<file path="config.mk">
export PLATFORM = sky130hd
export DESIGN_NAME = zl_uart_regbank
export DESIGN_NICKNAME = d
export VERILOG_FILES = /design/src/rtl/zl_uart_pkg.sv /design/src/rtl/zl_uart_rx_byte.sv /design/src/rtl/zl_uart_regbank.sv
export SDC_FILE = /design/constraint.sdc
export NUM_CORES = 1
export LEC_CHECK = 0
export CORE_ASPECT_RATIO = 1.5
export CORE_UTILIZATION = 56
export DETAILED_ROUTE_END_ITERATION = 7
export PLACE_DENSITY = 0.79
export SLEW_MARGIN = 20
export SYNTH_ARGS = -nofsm -noshare
export SYNTH_HDL_FRONTEND = slang
export SYNTH_SLANG_ARGS = --single-unit
</file>
<file path="constraint.sdc">
create_clock -name clk -period 2.8 [get_ports clk]
set_input_delay 0.84 -clock clk [delete_from_list [all_inputs] [get_ports clk]]
set_output_delay 0.84 -clock clk [all_outputs]
set_load 0.01 [all_outputs]
</file>
<file path="src/rtl/zl_uart_pkg.sv">
// zl_uart_pkg: shared FSM encoding and command field constants for the UART register bridge
package zl_uart_pkg;
  typedef enum logic [2:0] {
    S_IDLE,
    S_RX_CMD,
    S_TX_TURN,
    S_TX_DATA,
    S_WAIT_WDATA,
    S_RX_WDATA
  } state_t;
  localparam int IDX_SIG_HI = 0;
  localparam int IDX_SIG_LO = 1;
  localparam int IDX_REG_BASE = 2;
  localparam int WR_BIT = 0;
  localparam logic [3:0] STOP_BIT = 4'd9;
endpackage

</file>
<file path="src/rtl/zl_uart_rx_byte.sv">
// zl_uart_rx_byte: 8N1 byte receiver with mid-bit sampling, armed by the caller one cycle after the start edge
module zl_uart_rx_byte
  import zl_uart_pkg::*;
#(
  parameter int CLKS_PER_BIT = 4
) (
  input  logic       clk,
  input  logic       reset,
  input  logic       rxs,
  input  logic       enable,
  output logic       valid,
  output logic [7:0] data,
  output logic       ferr
);
  localparam int CW = $clog2(CLKS_PER_BIT);
  logic [CW-1:0] r_cnt;
  logic [3:0]    r_bit;
  logic [7:0]    r_data;
  logic          w_tick;
  logic          w_shift;
  // the start bit is judged half a bit in; every later bit a full bit after the previous sample
  always_comb begin
    w_tick  = enable & (r_cnt == ((r_bit == 4'd0) ? CW'(CLKS_PER_BIT/2-1) : CW'(CLKS_PER_BIT-1)));
    w_shift = w_tick & (r_bit != 4'd0) & (r_bit != STOP_BIT);
    valid   = w_tick & (r_bit == STOP_BIT) & rxs;
    ferr    = w_tick & (((r_bit == 4'd0) & rxs) | ((r_bit == STOP_BIT) & ~rxs));
    data    = r_data;
  end
  always_ff @(posedge clk) begin
    if (reset || !enable) begin
      r_cnt <= '0;
      r_bit <= '0;
    end else begin
      r_cnt <= w_tick ? '0 : r_cnt + 1'b1;
      r_bit <= r_bit + {3'd0, w_tick};
    end
    if (reset) r_data <= '0;
    else if (w_shift) r_data <= {rxs, r_data[7:1]};
  end
endmodule

</file>
<file path="src/rtl/zl_uart_regbank.sv">
// zl_uart_regbank: UART-to-register-bank bridge; command byte {index, write}, reads answer one byte,
// writes take a following data byte with a timeout.
module zl_uart_regbank
  import zl_uart_pkg::*;
#(
  parameter int          CLKS_PER_BIT = 4,
  parameter int          NUM_REGS     = 4,
  parameter logic [15:0] SIGNATURE    = 16'hDEDA,
  parameter logic [7:0]  REG_RESET    = 8'h49,
  parameter int          TIMEOUT_BITS = 16
) (
  input  logic                  clk,
  input  logic                  reset,
  input  logic                  rx,
  output logic                  tx,
  output logic [NUM_REGS*8-1:0] regs_out,
  output logic                  busy,
  output logic                  frame_err,
  output logic                  timeout
);
  localparam int CW = $clog2(CLKS_PER_BIT);
  localparam int TL = TIMEOUT_BITS * CLKS_PER_BIT;
  localparam int TW = $clog2(TL + 1);
  state_t        r_state, w_next;
  logic [1:0]    r_sync;
  logic          r_rxs_d;
  logic          w_rxs, w_fall, w_en, w_valid, w_ferr, w_expire, w_bit_end;
  logic [7:0]    w_data, w_rd;
  logic [6:0]    w_idx, r_widx;
  logic [CW-1:0] r_cnt;
  logic [3:0]    r_bit;
  logic [9:0]    r_frame;
  logic [TW-1:0] r_to;
  logic [7:0]    r_regs [NUM_REGS];
  assign w_rxs     = r_sync[1];
  assign w_fall    = r_rxs_d & ~w_rxs;
  assign w_idx     = w_data[7:1];
  assign w_bit_end = r_cnt == CW'(CLKS_PER_BIT-1);
  assign w_expire  = (r_state == S_WAIT_WDATA) & (r_to == TW'(TL-1));
  // a stuck-low line never produces another fall, so errors cannot retrigger until rxs returns high
  always_ff @(posedge clk) begin
    if (reset) begin
      r_sync  <= 2'b11;
      r_rxs_d <= 1'b1;
    end else begin
      r_sync  <= {r_sync[0], rx};
      r_rxs_d <= w_rxs;
    end
  end
  zl_uart_rx_byte #(.CLKS_PER_BIT(CLKS_PER_BIT)) u_rx (
    .clk   (clk),
    .reset (reset),
    .rxs   (w_rxs),
    .enable(w_en),
    .valid (w_valid),
    .data  (w_data),
    .ferr  (w_ferr)
  );
  always_comb begin
    w_rd = 8'h00;
    if (int'(w_idx) == IDX_SIG_HI) w_rd = SIGNATURE[15:8];
    if (int'(w_idx) == IDX_SIG_LO) w_rd = SIGNATURE[7:0];
    for (int r = 0; r < NUM_REGS; r++)
      if (int'(w_idx) == IDX_REG_BASE + r) w_rd = r_regs[r];
  end
  always_ff @(posedge clk) begin
    if (reset) r_state <= S_IDLE;
    else r_state <= w_next;
  end
  // a false start inside a write returns to the data wait; a bad stop bit abandons the transaction
  always_comb begin
    w_next = r_state;
    case (r_state)
      S_IDLE:       if (w_fall) w_next = S_RX_CMD;
      S_RX_CMD:     if (w_ferr) w_next = S_IDLE;
                    else if (w_valid) w_next = w_data[WR_BIT] ? S_WAIT_WDATA : S_TX_TURN;
      S_TX_TURN:    if (r_cnt == CW'(CLKS_PER_BIT-2)) w_next = S_TX_DATA;
      S_TX_DATA:    if (w_bit_end && r_bit == STOP_BIT) w_next = S_IDLE;
      S_WAIT_WDATA: if (w_fall) w_next = S_RX_WDATA;
                    else if (w_expire) w_next = S_IDLE;
      S_RX_WDATA:   if (w_ferr) w_next = w_rxs ? S_WAIT_WDATA : S_IDLE;
                    else if (w_valid) w_next = S_IDLE;
      default:      w_next = S_IDLE;
    endcase
  end
  always_comb begin
    busy      = r_state != S_IDLE;
    tx        = (r_state == S_TX_DATA) ? r_frame[0] : 1'b1;
    w_en      = (r_state == S_RX_CMD) | (r_state == S_RX_WDATA);
    frame_err = w_ferr;
    timeout   = w_expire & ~w_fall;
  end
  // the turnaround is CLKS_PER_BIT-1 cycles so that, with the stop-sample cycle, tx idles one full bit
  always_ff @(posedge clk) begin
    if (reset) begin
      r_cnt   <= '0;
      r_bit   <= '0;
      r_frame <= '1;
      r_to    <= '0;
      r_widx  <= '0;
    end else begin
      r_cnt <= (w_next == r_state && (r_state == S_TX_TURN || r_state == S_TX_DATA) && !w_bit_end) ? r_cnt + 1'b1 : '0;
      r_bit <= (r_state != S_TX_DATA) ? '0 : w_bit_end ? r_bit + 1'b1 : r_bit;
      r_to  <= (r_state == S_WAIT_WDATA) ? r_to + 1'b1 : (r_state == S_RX_WDATA) ? r_to : '0;
      if (r_state == S_RX_CMD && w_valid) begin
        r_frame <= {1'b1, w_rd, 1'b0};
        r_widx  <= w_idx;
      end else if (r_state == S_TX_DATA && w_bit_end) begin
        r_frame <= {1'b1, r_frame[9:1]};
      end
    end
  end
  always_ff @(posedge clk) begin
    for (int r = 0; r < NUM_REGS; r++)
      if (reset) r_regs[r] <= REG_RESET;
      else if (r_state == S_RX_WDATA && w_valid && int'(r_widx) == IDX_REG_BASE + r) r_regs[r] <= w_data;
  end
  genvar g;
  for (g = 0; g < NUM_REGS; g++) begin : g_out
    assign regs_out[8*g +: 8] = r_regs[g];
  end
endmodule

</file>
---- Word level (Yosys, flattened, before mapping) ----
Memory sizes are Yosys's and may differ from the RTL's.
Cells that the tools add are included.
W data, S select, Z words.
word-level totals
  flip-flop bits (word level) ............. 49
  bits in writable memories ............... 32
  input port bits ......................... 3
  output and inout bits ................... 36
  memories ................................ 1
cells by class
  add/subtract/negate cells ............... 5
  equal/unequal tests ..................... 24
  muxes and demuxes ....................... 42
  bitwise logic cells ..................... 20
  reductions and logical operators ........ 23
memory list
  memory  depth  bits a word  read ports  clocked after Yosys merged registers in  wr ports  line                   text
  r_regs  4      8            4           0                                        4         zl_uart_regbank.sv:34  logic [7:0] r_regs [NUM_REGS];
operator list
  cell                   count
  $mux W8                10
  $mux W3                11
  $eq A7 B3 Y1 const B   4
  $eq A7 B4 Y1 const B   4
  $mux W9                2
  $pmux W3 S6            1
  $mux W1                15
  $mux W7                2
  $and A1 B1 Y1          11
  $logic_and A1 B1 Y1    10
  $eq A4 B4 Y1 const B   2
  $add A7 B1 Y7 const B  1
  $eq A7 B2 Y1 const B   1
  $eq A7 B6 Y1 const B   1
  $logic_not A7 Y1       1
  $eq A3 B2 Y1 const B   2
  $eq A3 B3 Y1 const B   2
  $or A1 B1 Y1           6
  $reduce_or A2 Y1       3
  $add A2 B1 Y2 const B  2
  $add A4 B1 Y4          1
  $add A4 B1 Y4 const B  1
  $eq A2 B2 Y1 const B   2
  $logic_not A4 Y1       1
  14 further kinds       18

---- Depth between registers and ports, before layout ----
  depth in word-level cells ............... 14
  depth in mapped cells ................... 8
  gate-level depth less buffers ........... 6

---- Hierarchy ----
A second synthesis with hierarchy kept.
unflattened totals
  cells, all modules ...................... 361
  area total of the unflattened synthesis .. 3763.6 sq um
by module, submodules not included
  module           times used  cells an instance  area each (sq um)
  zl_uart_regbank  1           299                3134.3
  zl_uart_rx_byte  1           62                 629.4

---- Worst setup path after synthesis ----
No wires, ideal clock.
  path kind ............................... register to output
  start ................................... register r_state[0]
  end ..................................... output timeout
  arrival ................................. 1.381 ns
  slack ................................... 0.579 ns
  stages on the path, launching flop included .. 5
  cell sequence ........................... dfxtp_1 buf_2 clkbuf_1 nor3b_1 nor4b_1
on the way
  word-level cells in the longest chain between the ends .. 3
RTL lines
  element                   line                   text
  start: declaration        zl_uart_regbank.sv:24  state_t r_state, w_next;
  start signal: assignment  zl_uart_regbank.sv:68  else r_state <= w_next;
  $eq A3 B3 Y1              zl_uart_regbank.sv:39  assign w_expire = (r_state == S_WAIT_WDATA) & (r_to == TW'(TL-1));
  $and A1 B1 Y1             zl_uart_regbank.sv:39
  $and A1 B1 Y1             zl_uart_regbank.sv:91  timeout = w_expire & ~w_fall;
  end: declaration          zl_uart_regbank.sv:19  output logic timeout
No other way between the ends.

---- Final worst setup path ----
  start ................................... register r_state[0]
  end ..................................... output frame_err
on the way
  word-level cells in the longest chain between the ends .. 4
RTL lines
  element                                              line                   text
  $eq A3 B1 Y1 / $eq A3 B3 Y1 (equally long branches)  zl_uart_regbank.sv:89  w_en = (r_state == S_RX_CMD) | (r_state == S_RX_WDATA);
  $or A1 B1 Y1 (*)                                     zl_uart_regbank.sv:89
  $and A1 B1 Y1 (*)                                    zl_uart_rx_byte.sv:23  w_tick = enable & (r_cnt == ((r_bit == 4'd0) ? CW'(CLKS_PER_BIT/2-1) : CW'(CLKS_PER_BIT-1)));
  $and A1 B1 Y1 (*)                                    zl_uart_rx_byte.sv:26  ferr = w_tick & (((r_bit == 4'd0) & rxs) | ((r_bit == STOP_BIT) & ~rxs));
  end: declaration                                     zl_uart_regbank.sv:18  output logic frame_err,
Mark *: on every way between the ends. The rest lies on a longest branch, timed or not.

==> results summary <==
Clock-pin slew was measured on the worst setup and hold paths at 0.08 ns. The largest clock skew in the final design came out at 0.01113 ns. Row generation in the floorplan step produced 35 rows. The library cells used most frequently in the layout, excluding fill and tap cells, are sky130_fd_sc_hd__dfxtp_1, sky130_fd_sc_hd__nand2_1, sky130_fd_sc_hd__nor2_1. The remaining design rule violation count is 0.

The number of synthesized flops with an enable pin is 32. The gate count of the mapped netlist came out at 368. The count of boundary I/O pins came out at 39. The initial antenna violation count is 0. In this run the static leakage power is 1.569 nW. TritonCTS built the clock tree. The total chip power is 0.002224 W. The number of antenna-violating nets in the routed design is 0. The busiest metal layer after global routing is met2. The number of nets in the synthesized netlist is 378.

The count of endpoints failing hold in the final timing report was 0. The required time of the critical path came out at 1.96 ns. The run finished with clean final reports. The root buffer cell chosen for the clock tree is sky130_fd_sc_hd__clkbuf_8. The transition at the pin with the smallest max-transition slack came out at 0.7023 ns. The routed wirelength normalized by instance count came out at 16.40 um. The maximum fanout along the worst path is 6. The aggregate routed wire length came out at 8087 um.

The count of cell types in the netlist is 48. The end point of the most critical hold path is r_sync[1]. The number of global-route vias before repair came out at 2724. Dividing the final minimum period by the clock period gives 95.75%.

The post-synthesis async set-or-reset flop share is 0%. The share of post-route cells with drive strength above 1 is 11.46%. The area of the core came out at 6262 um^2. The average size of a mapped cell is 9.999 um^2. For this run, the leading register cell type out of synthesis is sky130_fd_sc_hd__dfxtp_1. The startpoint of the most critical register-to-register path is u_rx.r_bit[0]. In this run, the number of DRC markers left after iteration 0 of detailed routing was 199. The path class of the tightest hold or removal check is reg -> reg. STA classifies the critical path startpoint as a register. The minimum setup slack among reg-to-reg paths came out at 0.59 ns. At the placement stage, the worst setup path has a slack of 0.4126 ns.

Setup violations remaining at the end of the flow were counted as 0. After synthesis the netlist holds a flip-flop and latch count of 81. The HPWL after detailed placement is 5900 um. The path depth of the worst reg2reg path came out at 6.

The die outline width is 68.19 um. Once routing completed, OpenROAD measured the worst setup slack at 0.1189 ns. Measured along the y axis, the die boundary spans 101.3 um. The worst-case headroom to the max-slew limit is 53.12%.

Entering global routing, the biggest net connects 19 pins. The clock period could shrink to 2.681 ns. The global-route met2 utilization is 46.08%. Clock latency on the worst-skew pair, taken at its later pin, is 0.35 ns. The number of post-CTS setup repair buffers came out at 0. The first global-routing pass estimated 13120 um of wire.

The final global-route overflow total is 0. The data arrival time of the critical path is 1.84 ns. Gates resized during post-CTS repair numbered 1. The number of hold buffers added after CTS was 0.

After detailed routing, the number of vias per cell comes to 5.702. In this run the tool buffered the top-level ports with 38 buffer cells. Once layout is done, the placed cells without fillers occupy 4434 um^2.

The number of pins with negative max-slew slack in the final report came out at 0. The final layout contains 424 nets. In this run the critical register-to-register path is captured at r_frame[8]. The tool flagged a number of max-cap violations equal to 0. The clock sink total came out at 81.

The worst setup path category is reg -> out. The maximum VDD drop is 415.5 uV. The number of synthesis warnings came out at 0.

The maximum root-to-sink buffer count is 2. The count of inserted antenna diode cells came out at 0. The vias after detailed routing came out at 2811. In the global route stage, met1 resource usage came out at 30.88%.

Leaving out fill and tap cells, the most frequent cell in the layout is sky130_fd_sc_hd__dfxtp_1. After synthesis, flip-flops and latches occupy 52.77% of the total area. The H-tree depth came out at 3.

The initial core utilization came out at 58.76%. The startpoint of the most critical hold path is r_sync[0]. The cell area after synthesis came out at 3680 um^2.

The upper clock frequency limit is 0.3730 GHz. The power density of the placed cells is 501.5 nW/um^2. The number of search-and-repair iterations in the first detailed-routing pass is 5. The last weighted congestion value of the routability-driven placer is 0.7921. Global routing consumed, over all layers together, 26.07% of the routing resources.

The global-route track usage on met3 came out at 4.054%. The growth of design area from synthesis to finish came out at 20.50%. STA classifies the critical path endpoint as an output port.

The source of the critical timing path is r_state[0]. The number of buffers created by CTS is 9. The hold path depth is 1. The die footprint came out at 6906 um^2. The area of placed instances is 4190 um^2.
-- cells in the mapped netlist (4+ instances only) --
library cell / instances / area share (%)
sky130_fd_sc_hd__nor2_1: 38 / 3.9
sky130_fd_sc_hd__nand2b_1: 8 / 1.4
sky130_fd_sc_hd__dfxtp_1: 49 / 27
sky130_fd_sc_hd__nor2b_1: 7 / 1.2
sky130_fd_sc_hd__or2_2: 4 / 0.68
sky130_fd_sc_hd__o211ai_1: 4 / 0.82
sky130_fd_sc_hd__inv_1: 6 / 0.61
sky130_fd_sc_hd__nand2_1: 43 / 4.4
sky130_fd_sc_hd__a21oi_1: 16 / 2.2
sky130_fd_sc_hd__xnor2_1: 6 / 1.4
sky130_fd_sc_hd__and3_1: 5 / 0.85
sky130_fd_sc_hd__clkbuf_1: 13 / 1.3
sky130_fd_sc_hd__mux2i_1: 20 / 5.4
sky130_fd_sc_hd__or3_1: 7 / 1.2
sky130_fd_sc_hd__edfxtp_1: 32 / 26
sky130_fd_sc_hd__xor2_1: 5 / 1.2
sky130_fd_sc_hd__and2_1: 21 / 3.6
sky130_fd_sc_hd__o21bai_1: 5 / 1.0
sky130_fd_sc_hd__a21o_1: 7 / 1.4
sky130_fd_sc_hd__ha_1: 7 / 2.4
sky130_fd_sc_hd__nand3_1: 15 / 2.0
-- state kept, by name, indices dropped and copies added (netlist names), 3 cells and up --
signal / flops
u_rx.r_bit: 4
u_rx.data: 8
r_widx: 7
r_state: 3
r_regs: 32
r_frame: 9
r_to: 7
r_bit: 4
-- report_power, final --
part / switching, W / leakage [nW] / total (W) / internal, W
registers: 0.0000133 / 0.681 / 0.00126 / 0.00124
clock network: 0.000407 / 0.108 / 0.000871 / 0.000463
logic: 0.0000465 / 0.780 / 0.0000974 / 0.0000509
total: 0.000467 / 1.57 / 0.00222 / 0.00176
-- layout make-up --
cell class	count	area, um^2
Clock buffer	11	152.6
Inverter	6	22.52
Fill cell	493	1828
Sequential cell	81	1946
Clock inverter	5	53.80
Tap cell	74	92.59
Timing Repair Buffer	52	488.0
Multi-Input combinational cell	264	1679
-- worst max path at each step --
| stage | endpoint | slack (ns) | depth (start not counted) |
|---|---|---|---|
| after floorplan | timeout | 0.58 | 4 |
| after global placement | timeout | 0.42 | 4 |
| after detailed placement | frame_err | 0.41 | 4 |
| after CTS | timeout | 0.01 | 3 |
| after global routing | frame_err | -0.01 | 4 |
| final | frame_err | 0.12 | 4 |
-- kinds of logic after synthesis --
kind of cell,share of synthesized area (%)
AND/OR/NAND/NOR,24.79
buffers and inverters,2.448
XOR/XNOR,2.618
flip-flops,52.77
multiplexers,6.052
adder cells (fa/ha/maj),2.380
AO/OA/AOI/OAI,8.943
-- routing by layer --
layer,vias up,part of all wire (%)
met4,0,1.4
met5,-,0
li1,1379,-
met1,1355,41
met3,9,2.9
met2,68,55
-- per-stage QoR --
stage | std cells | TNS (ns) | hold slack, ns | utilization, %
after global placement | 477 | 0 | 0.4013 | 66.91
after detailed placement | 477 | 0 | 0.4044 | 66.91
final | 493 | 0 | 0.4229 | 70.81
after global routing | 493 | -0.01118 | 0.4394 | 70.81
after CTS | 493 | 0 | 0.4259 | 70.31
after floorplan | 368 | 0 | 0.3895 | -
-- critical path, stage by stage, from the launching register on --
cell and delay [ns]:
sky130_fd_sc_hd__dfxtp_1 0.42, sky130_fd_sc_hd__nor2b_2 0.24, sky130_fd_sc_hd__nand3_1 0.13, sky130_fd_sc_hd__nor2_1 0.16, sky130_fd_sc_hd__clkdlybuf4s50_1 0.55
Power figures use the tool's default switching activity.
